$ cat config.mk
export PLATFORM = sky130hd
export DESIGN_NAME = console_stream_bridge
export DESIGN_NICKNAME = d
export VERILOG_FILES = /design/src/rtl/console_stream_bridge.sv
export SDC_FILE = /design/constraint.sdc
export NUM_CORES = 1
export LEC_CHECK = 0
export BUFFER_PORTS_ARGS = -buffer_cell sky130_fd_sc_hd__buf_2
export CORE_MARGIN = 10
export CORE_UTILIZATION = 45
export CTS_BUF_LIST = sky130_fd_sc_hd__clkbuf_16
export DETAILED_ROUTE_END_ITERATION = 8
export PLACE_DENSITY = 0.64
export SYNTH_ARGS = -nofsm -noshare
export SYNTH_HDL_FRONTEND = slang
export SYNTH_SLANG_ARGS = --single-unit
export TNS_END_PERCENT = 20
$ cat constraint.sdc
create_clock -name CLK -period 7.1 [get_ports CLK]
set_input_delay 0.71 -clock CLK [delete_from_list [all_inputs] [get_ports CLK]]
set_output_delay 0.71 -clock CLK [all_outputs]
set_load 0.05 [all_outputs]
$ cat src/rtl/console_stream_bridge.sv
// Buffered console bridge: TX FIFO toward the host (ready/valid) and
// RX FIFO from the host (valid/ack), with occupancy counts and a sticky TX overflow flag.
module console_stream_bridge #(
  parameter int unsigned DATA_WIDTH = 8,
  parameter int unsigned TX_DEPTH   = 16,
  parameter int unsigned RX_DEPTH   = 16
) (
  input  logic                        CLK,
  input  logic                        RESET,
  input  logic                        TX_WE,
  input  logic [DATA_WIDTH-1:0]       TX_DATA,
  input  logic                        RX_RD,
  output logic [DATA_WIDTH-1:0]       RX_DATA,
  output logic [$clog2(TX_DEPTH):0]   TX_COUNT,
  output logic [$clog2(RX_DEPTH):0]   RX_COUNT,
  output logic                        TX_OVF,
  input  logic                        CLR_FLAGS,
  output logic [DATA_WIDTH-1:0]       CONSOLE_OUT,
  output logic                        CONSOLE_OUT_valid,
  input  logic                        CONSOLE_OUT_ready,
  input  logic [DATA_WIDTH-1:0]       CONSOLE_IN,
  input  logic                        CONSOLE_IN_valid,
  output logic                        CONSOLE_IN_ack
);

  localparam int unsigned TX_AW = $clog2(TX_DEPTH);
  localparam int unsigned TX_CW = TX_AW + 1;
  localparam int unsigned RX_AW = $clog2(RX_DEPTH);
  localparam int unsigned RX_CW = RX_AW + 1;

  typedef enum logic {RX_IDLE, RX_WAIT_LOW} rx_state_t;

  // TX FIFO storage and control
  logic [DATA_WIDTH-1:0] tx_mem [TX_DEPTH];
  logic [TX_AW-1:0]      tx_wr_ptr;
  logic [TX_AW-1:0]      tx_rd_ptr;
  logic                  tx_full;
  logic                  tx_push;
  logic                  tx_pop;

  // RX FIFO storage and control
  logic [DATA_WIDTH-1:0] rx_mem [RX_DEPTH];
  logic [RX_AW-1:0]      rx_wr_ptr;
  logic [RX_AW-1:0]      rx_rd_ptr;
  logic                  rx_full;
  logic                  rx_push;
  logic                  rx_pop;
  rx_state_t             rx_state;

  // Full is judged on the pre-edge count so a same-cycle pop never admits a push.
  assign tx_full = (TX_COUNT == TX_CW'(TX_DEPTH));
  assign tx_push = TX_WE && !tx_full;
  assign tx_pop  = CONSOLE_OUT_valid && CONSOLE_OUT_ready;

  assign rx_full = (RX_COUNT == RX_CW'(RX_DEPTH));
  assign rx_push = (rx_state == RX_IDLE) && CONSOLE_IN_valid && !rx_full;
  assign rx_pop  = RX_RD && (RX_COUNT != '0);

  // Heads are derived from FIFO state only; storage is not reset, so gate on occupancy.
  assign CONSOLE_OUT_valid = (TX_COUNT != '0);
  assign CONSOLE_OUT       = CONSOLE_OUT_valid ? tx_mem[tx_rd_ptr] : '0;
  assign RX_DATA           = (RX_COUNT != '0) ? rx_mem[rx_rd_ptr] : '0;

  always_ff @(posedge CLK) begin
    if (tx_push) tx_mem[tx_wr_ptr] <= TX_DATA;
    if (rx_push) rx_mem[rx_wr_ptr] <= CONSOLE_IN;
  end

  // TX pointers, occupancy and sticky overflow
  always_ff @(posedge CLK or posedge RESET) begin
    if (RESET) begin
      tx_wr_ptr <= '0;
      tx_rd_ptr <= '0;
      TX_COUNT  <= '0;
      TX_OVF    <= 1'b0;
    end else begin
      if (tx_push) tx_wr_ptr <= tx_wr_ptr + TX_AW'(1);
      if (tx_pop)  tx_rd_ptr <= tx_rd_ptr + TX_AW'(1);
      case ({tx_push, tx_pop})
        2'b10:   TX_COUNT <= TX_COUNT + TX_CW'(1);
        2'b01:   TX_COUNT <= TX_COUNT - TX_CW'(1);
        default: TX_COUNT <= TX_COUNT;
      endcase
      if (TX_WE && tx_full) TX_OVF <= 1'b1;
      else if (CLR_FLAGS)   TX_OVF <= 1'b0;
    end
  end

  // RX pointers and occupancy
  always_ff @(posedge CLK or posedge RESET) begin
    if (RESET) begin
      rx_wr_ptr <= '0;
      rx_rd_ptr <= '0;
      RX_COUNT  <= '0;
    end else begin
      if (rx_push) rx_wr_ptr <= rx_wr_ptr + RX_AW'(1);
      if (rx_pop)  rx_rd_ptr <= rx_rd_ptr + RX_AW'(1);
      case ({rx_push, rx_pop})
        2'b10:   RX_COUNT <= RX_COUNT + RX_CW'(1);
        2'b01:   RX_COUNT <= RX_COUNT - RX_CW'(1);
        default: RX_COUNT <= RX_COUNT;
      endcase
    end
  end

  // Host capture handshake: one ack per offered byte, then wait for valid to drop
  always_ff @(posedge CLK or posedge RESET) begin
    if (RESET) begin
      rx_state       <= RX_IDLE;
      CONSOLE_IN_ack <= 1'b0;
    end else begin
      CONSOLE_IN_ack <= 1'b0;
      case (rx_state)
        RX_IDLE: begin
          if (rx_push) begin
            CONSOLE_IN_ack <= 1'b1;
            rx_state       <= RX_WAIT_LOW;
          end
        end
        RX_WAIT_LOW: begin
          if (!CONSOLE_IN_valid) rx_state <= RX_IDLE;
        end
        default: rx_state <= RX_IDLE;
      endcase
    end
  end

endmodule
# Yosys cells after proc, flatten, opt, wreduce, memory -nomap -nowiden
# Memories as Yosys holds them, arrays and structs flattened.
# Cells that the tools add are included.
# Widths: inputs -> output; s select.
[totals]
memories = 2
output_inout_bits = 29
ram_bits = 256
input_bits = 23
register_bits = 29
word_cells = 52
[op_classes]
bitwise_logic = 1
mux = 13
n_addsub = 8
n_eq_ne = 6
n_reduce_logical = 13
[mem_list]
columns = ["name", "depth", "width", "rd", "rd_clocked_by_memory_dff", "write_ports", "line_no", "source"]
rows = [
  ["rx_mem", 16, 8, 1, 0, 1, "42", "logic [DATA_WIDTH-1:0] rx_mem [RX_DEPTH];"],
  ["tx_mem", 16, 8, 1, 0, 1, "34", "logic [DATA_WIDTH-1:0] tx_mem [TX_DEPTH];"],
]
[op_table]
columns = ["op", "n"]
rows = [
  ["$pmux 5 s2", 2],
  ["$add 4x1->4 const B", 4],
  ["$mux 8", 2],
  ["$add 5x1->5 const B", 2],
  ["$eq 5x5->1 const B", 2],
  ["$reduce_bool 5->1", 2],
  ["$sub 5x1->5 const B", 2],
  ["$mux 1", 8],
  ["$logic_and 1x1->1", 6],
  ["$reduce_bool 2->1", 3],
  ["$eq 2x1->1 const B", 2],
  ["$eq 2x2->1 const B", 2],
  ["$logic_not 1->1", 2],
  ["$pmux 1 s2", 1],
  ["$not 1->1", 1],
]

# Depth between registers and ports, before layout
# Gate-level depths: netlist (run 1).
[depth]
word_depth = 5
mapped_depth = 13
mapped_depth_nobuf = 11

# Worst setup path before layout (run 1)
# Ideal clock, no wire load.
[synth_timing]
path_kind = "register -> register"
startpoint = "register RX_COUNT[1]"
endpoint = "register RX_COUNT[4]"
stages_incl_launch_ff = 13
required_time_ns = 7.018
n_path_buf = 2
setup_slack_ns = 4.020
period_less_slack_ns = 3.080
arrival_time_ns = 2.998
setup_ns = 0.082
path_cell_list = "dfrtp_1 > buf_2 > nor4_1 > a21oi_1 > inv_1 > ha_1 > buf_2 > xor2_1 > ha_1 > a21oi_1 > or3b_2 > a31oi_1 > xor2_1"
[synth_via]
elab_chain_cells = 5
word_cells_on_any_way = 11
cone_classes = "add/sub: 2; eq/ne: 3; mux: 1; reduce/logical: 5"
[synth_lines]
columns = ["item", "line_no", "source"]
rows = [
  ["start: declaration", "15", "output logic [$clog2(RX_DEPTH):0] RX_COUNT,"],
  ["start signal: assignment", "99", "2'b10: RX_COUNT <= RX_COUNT + RX_CW'(1);"],
  ["start signal: assignment", "100", "2'b01: RX_COUNT <= RX_COUNT - RX_CW'(1);"],
  ["$eq 5x5->1", "55", "assign rx_full = (RX_COUNT == RX_CW'(RX_DEPTH));"],
  ["$logic_not 1->1", "56", "assign rx_push = (rx_state == RX_IDLE) && CONSOLE_IN_valid && !rx_full;"],
  ["$logic_and 1x1->1", "56", ""],
  ["$eq 2x1->1 or $eq 2x2->1 (tied branches)", "98", "case ({rx_push, rx_pop})"],
  ["$pmux 5 s2 or $reduce_bool 2->1 (tied branches)", "n/a", ""],
]
# Several ways; a longest one is shown, not always the timed one.
# A chain may end at the register's enable or synchronous reset.

# Worst setup path in the final report (run 1)
[layout_timing]
startpoint = "register rx_rd_ptr[1]"
endpoint = "output port RX_DATA[1]"
[layout_via]
elab_chain_cells = 2
[layout_lines]
columns = ["item", "line_no", "source"]
rows = [
  ["start: declaration", "44", "logic [RX_AW-1:0] rx_rd_ptr;"],
  ["start signal: assignment", "97", "if (rx_pop) rx_rd_ptr <= rx_rd_ptr + RX_AW'(1);"],
  ["$mem_v2 16x8", "n/a", ""],
  ["$mux 8", "62", "assign RX_DATA = (RX_COUNT != '0) ? rx_mem[rx_rd_ptr] : '0;"],
  ["end: declaration", "13", "output logic [DATA_WIDTH-1:0] RX_DATA,"],
]
# Every way passes these cells.

==> out/qor.txt, run 1 <==
Post-synth ARST share = 10.2%
largest net degree at the start of global routing = 30
# setup viols final = 0
die area = 0.0332 mm²
antenna-violating nets left = 0
Yosys cell types = 54
first-pass GRT wire length = 36200 µm
setup TNS = 0 ns
Design Area, Final = 0.0133 mm²
HP Class = in -> reg
Post-synth EDFFs = 256
Avg Inst Size Synth = 19.4 µm²
status = completed
worst setup path category = reg -> out
worst reg2reg path endpoint = RX_COUNT[4]
ys flop type = edfxtp_1
WP data arrival = 3.24 ns
Max Cap Viol = 0
WL/cell = 22.5 µm
CP endpoint = RX_DATA[1]
Total GRT Usage = 13.9%
CP endpoint kind = output port
IO Port Bufs = 51
CP peak stage delay = 0.78 ns
diodes inserted = 0
Final HPWL DP = 14600 µm
Final #Nets = 710
initial core utilization = 45.5%
Cell Chain, Critical Path = buf_4 > mux4_2 > mux2_2 > o21ai_0 > a21oi_1 > buf_2
total CTS buffers = 30
sequential-to-total area share from yosys stat = 71.1%
GP Congestion = 0.791
# hold bufs at CTS = 0
Reg2Reg Setup Slack = 3.57 ns
CP required = 6.39 ns
Num Clock Sinks = 285
RSZ-0062 raised after global routing = false
vias per cell = 5.61
final hold viol count = 0
1st-iter DRT viols = 377
htree depth = 1
worst skew pair latency = 0.55 ns
CP max stage cell = dfrtp_1
total wire length = 23200 µm
detailed-route DRC error count = 0
Core Area = 0.0260 mm²
post_cts resized = 0
synth warn = 0
# IOs = 52
post-synthesis cell count = 610
relative slew slack = 16.5%
Hold Path Depth = 2
synthesized area = 0.0118 mm²
vias = 5777
crit-path max FO = 23
max-slew violation count = 0
syn_nets = 650
Period minus WS final = 3.95 ns
fmax = 253 MHz
clk slew on worst S/H paths = 0.06 ns
drt first pass iters = 4
period utilization = 55.7%
worst vdd ir = 0.445 mV
Worst Setup SP = rx_rd_ptr[1]
worst-margin pin slew = 1.25 ns
Die H = 182 µm
CTS tree = yes
PD cells = 424 mW/mm²
initial antenna violation count = 0
flops & latches, synth = 285
layout cells sized above 1 = 26.1%
area added between synthesis and finish = 12.4%
clk buf depth = 3
R2R cell count = 10
Worst setup SP type = register
Die X = 182 µm
Post-CTS Setup Inserts = 0
RR Startpoint = RX_COUNT[1]
Root Buffer = clkbuf_16
Placement Rows = 59
leakage power = 4.57 nW
gr ovfl total = 0
Placement Cell Area = 0.0124 mm²
Power Total = 5.64 mW
vias in the first global route = 6120
Worst Skew = 0.0186 ns
power by group:
group | switching [mW] | internal, mW | leakage, nW
registers | 0.216 | 2.02 | 2.66
clock network | 0.608 | 0.856 | 0.495
logic | 1.17 | 0.759 | 1.42
per-stage QoR:
stage / setup WS [ns] / util, % / std cells / hold WS, ns
detailed placement: 3.50 / 47.6 / 973 / 0.477
floorplan: 4.02 / - / 610 / 0.455
global route: 3.00 / 51.2 / 1029 / 0.362
CTS: 3.13 / 51.2 / 1029 / 0.338
global placement: 3.64 / 47.6 / 973 / 0.472
finish: 3.15 / 51.2 / 1029 / 0.361
synthesized netlist by cell type (all sizes together) (2+ instances only):
cell,number,area (µm²)
a21boi,2,18.8
xor2,8,70.1
nor4,2,18.8
a21oi,22,110
and3b,2,17.5
inv,11,41.3
xnor2,14,123
nand2,14,52.6
clkbuf,7,30.0
and3,2,12.5
nand4,2,12.5
nor3,4,20.0
nor2,15,56.3
mux4,64,1500
and2,4,25.0
ha,17,213
buf,30,244
nor4b,5,43.8
nand2b,6,37.5
nor2b,2,12.5
o21ai,23,119
or4b,2,20.0
and4,4,35.0
nor3b,6,45.0
mux2,20,225
edfxtp,256,7690
nand3,6,30.0
mux2i,16,160
a21o,2,15.0
dfrtp,29,726
layout make-up:
class	count	area [µm²]
clock buffers	31	776
multi-input cells	277	3130
inverters	11	41.3
repair buffers	65	360
fillers	2079	12700
flip-flops and latches	285	8410
clock inverters	25	160
well taps	335	419
cells in the final DEF (no fill, tap or decap), types with 2 or more instances in the layout:
cell,n
a21o_1,2
a21oi_1,22
and2_1,4
and3_1,2
and3b_1,2
and4_1,4
buf_2,51
buf_4,14
bufinv_16,2
clkbuf_16,31
clkinv_1,7
clkinv_2,4
dfrtp_1,29
edfxtp_1,256
ha_1,17
inv_1,21
mux2_2,20
mux2i_1,16
mux4_1,16
mux4_2,48
nand2_1,14
nand2b_1,6
nand3_1,6
nand4_1,2
nor2_1,15
nor2b_1,2
nor3_1,4
nor3b_1,6
nor4b_2,4
o21ai_0,15
o21ai_1,7
xnor2_1,14
xor2_1,8
kinds of logic after synthesis:
logic type | count (synthesis) | synth area share [%]
AO/OA/AOI/OAI | 58 | 2.85
buffers and inverters | 48 | 2.67
AND/OR/NAND/NOR | 80 | 3.99
XOR/XNOR | 22 | 1.63
flip-flops | 285 | 71.1
adder cells (fa/ha/maj) | 17 | 1.80
multiplexers | 100 | 16.0
flip-flops by register name, indices dropped and copies added, names as in the netlist:
| register | count |
|---|---|
| tx_rd_ptr | 4 |
| tx_mem | 128 |
| rx_mem | 128 |
| rx_rd_ptr | 4 |
| TX_OVF | 1 |
| CONSOLE_IN_ack | 1 |
| rx_wr_ptr | 4 |
| rx_state | 1 |
| tx_wr_ptr | 4 |
| RX_COUNT | 5 |
| TX_COUNT | 5 |
critical path: cells and delay by family (launching register included):
| kind | cells | cell delay (ns) |
|---|---|---|
| DFF | 1 | 0.78 |
| buffers and inverters | 2 | 0.70 |
| muxes | 2 | 0.86 |
| AOI/OAI and AO/OA | 2 | 0.31 |
how the worst min path moves through the flow:
| stage | from | to | slack, ns |
|---|---|---|---|
| after floorplan | rx_state | rx_state | 0.46 |
| final | CLR_FLAGS | TX_OVF | 0.36 |
| after global placement | rx_state | rx_state | 0.47 |
| after detailed placement | rx_state | rx_state | 0.48 |
| after CTS | CLR_FLAGS | TX_OVF | 0.34 |
| after global routing | CLR_FLAGS | TX_OVF | 0.36 |
routing by layer:
layer	global-route usage [%]	part of all wire (%)	up-vias
met5	0	0	-
met4	5.04	3.2	0
met3	2.83	5.5	45
met2	23.7	51	179
met1	17.3	40	2973
li1	-	-	2580
(Power assumes the default switching activity.)
==> run 2: changes to the inputs <==
--- a/config.mk
+++ b/config.mk
@@ -10,7 +10,7 @@
 export CORE_UTILIZATION = 45
 export CTS_BUF_LIST = sky130_fd_sc_hd__clkbuf_16
 export DETAILED_ROUTE_END_ITERATION = 8
-export PLACE_DENSITY = 0.64
+export PLACE_DENSITY = 0.67
 export SYNTH_ARGS = -nofsm -noshare
 export SYNTH_HDL_FRONTEND = slang
 export SYNTH_SLANG_ARGS = --single-unit
==> constraint.sdc (replaced) <==
create_clock -name CLK -period 3.6 [get_ports CLK]
set_input_delay 0.36 -clock CLK [delete_from_list [all_inputs] [get_ports CLK]]
set_output_delay 0.36 -clock CLK [all_outputs]
set_load 0.05 [all_outputs]
==> run 2 against run 1 <==
Clock-buffer cell count fell by 1; largest cell class unchanged; worst setup slack got worse by 2.7 ns; highest routed layer unchanged; clock skew is 0.0056 ns higher; sequential share of layout area down 0.64 points; clock power rose by 110%; non-clock buffer count grew 11; critical endpoint is now CONSOLE_OUT[4]; cell count increased by 0.78%; final area up 1.0%; register-to-register slack got worse by 3.1 ns; critical path type unchanged; sequential cell count is the same.
==> out/qor.txt, run 2 (synthesized netlist as in run 1, its figures left out) <==
CTS tree = yes
vias = 5818
worst skew pair latency = 0.56 ns
Hold Path Depth = 2
crit-path max FO = 17
Core Area = 0.0260 mm²
IO Port Bufs = 51
total CTS buffers = 30
layout cells sized above 1 = 26.5%
Design Area, Final = 0.0134 mm²
Worst Skew = 0.0242 ns
Placement Rows = 59
WL/cell = 22.6 µm
largest net degree at the start of global routing = 36
clk slew on worst S/H paths = 0.06 ns
worst-margin pin slew = 0.863 ns
area added between synthesis and finish = 13.5%
status = completed
RSZ-0062 raised after global routing = false
period utilization = 88.1%
R2R cell count = 10
setup TNS = 0 ns
initial core utilization = 45.5%
GP Congestion = 0.820
antenna-violating nets left = 0
Placement Cell Area = 0.0124 mm²
final hold viol count = 0
CP endpoint kind = output port
CP required = 3.24 ns
drt first pass iters = 5
commonest non-fill, non-tap cell in the layout = edfxtp_1
CP max stage cell = dfrtp_1
Die H = 182 µm
detailed-route DRC error count = 0
gr ovfl total = 0
Placed Cells incl. Taps = 982
fmax = 315 MHz
dpl ws = 0.500 ns
leakage power = 4.63 nW
Root Buffer = clkbuf_16
post_cts resized = 0
most frequent cells in the layout = edfxtp_1, buf_2, mux4_2
worst setup path category = reg -> out
Post-CTS Setup Inserts = 0
Non-Filler Instances = 1037
top flop regs = rx_mem x128, tx_mem x128
vias per cell = 5.61
total wire length = 23400 µm
1st-iter DRT viols = 443
# hold bufs at CTS = 2
relative slew slack = 42.2%
Final #Nets = 721
hold slack final = 0.0707 ns
# setup viols final = 0
PD cells = 849 mW/mm²
WP data arrival = 2.81 ns
Max Cap Viol = 0
max-slew violation count = 0
setup slack after layout = 0.427 ns
die area = 0.0332 mm²
first-pass GRT wire length = 36600 µm
HP Class = in -> reg
initial antenna violation count = 0
Final HPWL DP = 15300 µm
Num Clock Sinks = 285
CP peak stage delay = 0.83 ns
worst vdd ir = 0.880 mV
# IOs = 52
Worst setup SP type = register
vias in the first global route = 6239
htree depth = 1
Period minus WS final = 3.17 ns
Total GRT Usage = 14.0%
Die X = 182 µm
clk buf depth = 3
diodes inserted = 0
Cell Chain, Critical Path = buf_4 > mux4_1 > mux2_2 > o21ai_1 > a21oi_1 > buf_2
run 2: stage by stage:
step | util [%] | power, mW
6_report | 51.7 | 11.4
5_1_grt | 51.7 | 11.9
4_1_cts | 51.7 | 11.5
3_5_place_dp | 47.8 | 8.43
3_3_place_gp | 47.8 | 8.29
2_1_floorplan | - | 7.54
run 2: per-layer routing:
layer | track usage, % | wire length [µm]
met5 | 0 | 0
met4 | 3.74 | 439
met3 | 2.43 | 1150
met2 | 25.2 | 12400
met1 | 17.0 | 9410
run 2: worst max-delay path, delay by kind of cell, from the launching register on:
kind	cells	cell delay, ns
buf+inv	2	0.58
compound gates	2	0.27
mux	2	0.59
flops	1	0.83
run 2: power breakdown:
part	internal [mW]	switching [mW]	leakage, nW	total [mW]
registers	3.99	0.393	2.66	4.38
logic	1.54	2.41	1.48	3.95
clock network	1.87	1.21	0.496	3.08
run 2: path summary, 6_finish.rpt:
| path | from | to | slack [ns] |
|---|---|---|---|
| max in group asynchronous | RESET | TX_COUNT[3] | 2.86 |
| min in group asynchronous | RESET | tx_rd_ptr[3] | 0.44 |
| min reg2reg | rx_state | rx_state | 0.48 |
| max reg2reg | RX_COUNT[1] | RX_COUNT[4] | 0.45 |
| max | tx_rd_ptr[3] | CONSOLE_OUT[4] | 0.43 |
| min | CONSOLE_IN_valid | rx_state | 0.07 |
run 2: cell type report:
cell class | instances | area [µm²]
well taps | 335 | 419
inverters | 11 | 41.3
fillers | 2061 | 12600
clock inverters | 23 | 246
clock buffers | 30 | 751
repair buffers | 76 | 460
multi-input cells | 277 | 3100
flip-flops and latches | 285 | 8410
==> run 3: changes to the inputs <==
--- a/config.mk
+++ b/config.mk
@@ -6,6 +6,7 @@
 export NUM_CORES = 1
 export LEC_CHECK = 0
 export BUFFER_PORTS_ARGS = -buffer_cell sky130_fd_sc_hd__buf_2
+export CORE_ASPECT_RATIO = 1.1
 export CORE_MARGIN = 10
 export CORE_UTILIZATION = 45
 export CTS_BUF_LIST = sky130_fd_sc_hd__clkbuf_16
@@ -14,4 +15,4 @@
 export SYNTH_ARGS = -nofsm -noshare
 export SYNTH_HDL_FRONTEND = slang
 export SYNTH_SLANG_ARGS = --single-unit
-export TNS_END_PERCENT = 20
+export TNS_END_PERCENT = 30
==> run 3 against run 2 <==
The run now ends with negative hold slack left; combinational power shrank 2%; wire length is essentially flat; sequential power grew 1%; largest cell class unchanged.
==> out/qor.txt, run 3 (synthesized netlist as in run 1, its figures left out) <==
Max Cap Viol = 0
CP peak stage delay = 0.62 ns
CTS tree = yes
IO Port Bufs = 51
relative slew slack = 23.1%
layout cells sized above 1 = 27.0%
Cell Chain, Critical Path = buf_4 > mux4_2 > mux2_2 > o21ai_0 > a21oi_1 > buf_2
Period minus WS final = 3.25 ns
Total GRT Usage = 14.1%
hold slack final = -0.00121 ns
area added between synthesis and finish = 12.6%
fill count = 2031
WL/cell = 22.3 µm
diodes inserted = 0
Root Buffer = clkbuf_16
htree depth = 1
Worst setup SP type = register
Worst Skew = 0.00887 ns
first-pass GRT wire length = 36700 µm
largest net degree at the start of global routing = 36
violated checks = negative hold slack
setup slack after layout = 0.351 ns
Power Total = 11.1 mW
Reg2Reg Setup Slack = 0.39 ns
vias in the first global route = 6163
final hold viol count = 1
initial core utilization = 45.5%
fmax = 308 MHz
WP data arrival = 2.89 ns
vias = 5805
Num Clock Sinks = 285
worst skew pair latency = 0.54 ns
multi-input gate area in the final layout = 0.00311 mm²
Die H = 190 µm
kind of cell with the highest combined delay on the critical path = multiplexers
worst vdd ir = 0.853 mV
dpl ws = 0.446 ns
Non-Filler Instances = 1051
worst-margin pin slew = 1.15 ns
# hold bufs at CTS = 0
Placement Cell Area = 0.0124 mm²
crit-path max FO = 12
FF/Latch Area = 0.00841 mm²
commonest non-fill, non-tap cell in the layout = edfxtp_1
1st-iter DRT viols = 478
Die X = 175 µm
CP endpoint kind = output port
PD cells = 831 mW/mm²
Placed Cells incl. Taps = 999
post_cts resized = 0
period utilization = 90.3%
detailed-route DRC error count = 0
clk slew on worst S/H paths = 0.06 ns
total CTS buffers = 28
Final #Nets = 717
most frequent cells in the layout = edfxtp_1, buf_2, mux4_2
Final HPWL DP = 15300 µm
vias per cell = 5.52
Placement Rows = 62
Finished Core Util = 51.2%
total wire length = 23400 µm
CP Buf/Inv Count = 2
status = finished with violations
leakage power = 4.56 nW
setup TNS = 0 ns
# IOs = 52
drt first pass iters = 5
HP Class = in -> async
Core Area = 0.0260 mm²
clk buf depth = 3
CP max stage cell = dfrtp_1
GP Congestion = 0.831
Design Area, Final = 0.0133 mm²
# setup viols final = 0
Post-CTS Setup Inserts = 0
max-slew violation count = 0
top flop regs = rx_mem x128, tx_mem x128
RSZ-0062 raised after global routing = false
worst setup path category = reg -> out
gr ovfl total = 0
die area = 0.0332 mm²
CP required = 3.24 ns
initial antenna violation count = 3
antenna-violating nets left = 0
==> run 3: path summary, 6_finish.rpt <==
check / start / endpoint / cells after the start
max: rx_rd_ptr[1] / RX_DATA[3] / 6
min in group CLK: CLR_FLAGS / TX_OVF / 2
max in group asynchronous: RESET / RX_COUNT[2] / 3
min reg2reg: rx_state / rx_state / 1
min: RESET / rx_rd_ptr[3] / 2
max reg2reg: RX_COUNT[1] / RX_COUNT[4] / 12
==> run 3: routing by layer <==
layer  vias up  global-route usage, %  share of wire [%]  wire length, µm
li1       2604                      -                  -                -
met1      3024                   16.2                 38             8990
met2       130                   26.4                 54            12700
met3        41                   2.84                5.4             1270
met4         6                   3.43                1.8              421
met5         -                      0               0.15               35
==> run 3: where the power goes <==
group	leakage [nW]	internal [mW]	switching [mW]
combinational	1.47	1.52	2.34
sequential	2.66	3.99	0.436
clock	0.442	1.57	1.21
==> run 3: cell type report <==
class	instances	area share, %
flip-flops and latches	285	63.2
clock buffers	28	5.26
multi-input cells	277	23.3
repair buffers	74	3.21
inverters	11	0.310
clock inverters	24	1.41
well taps	352	3.31
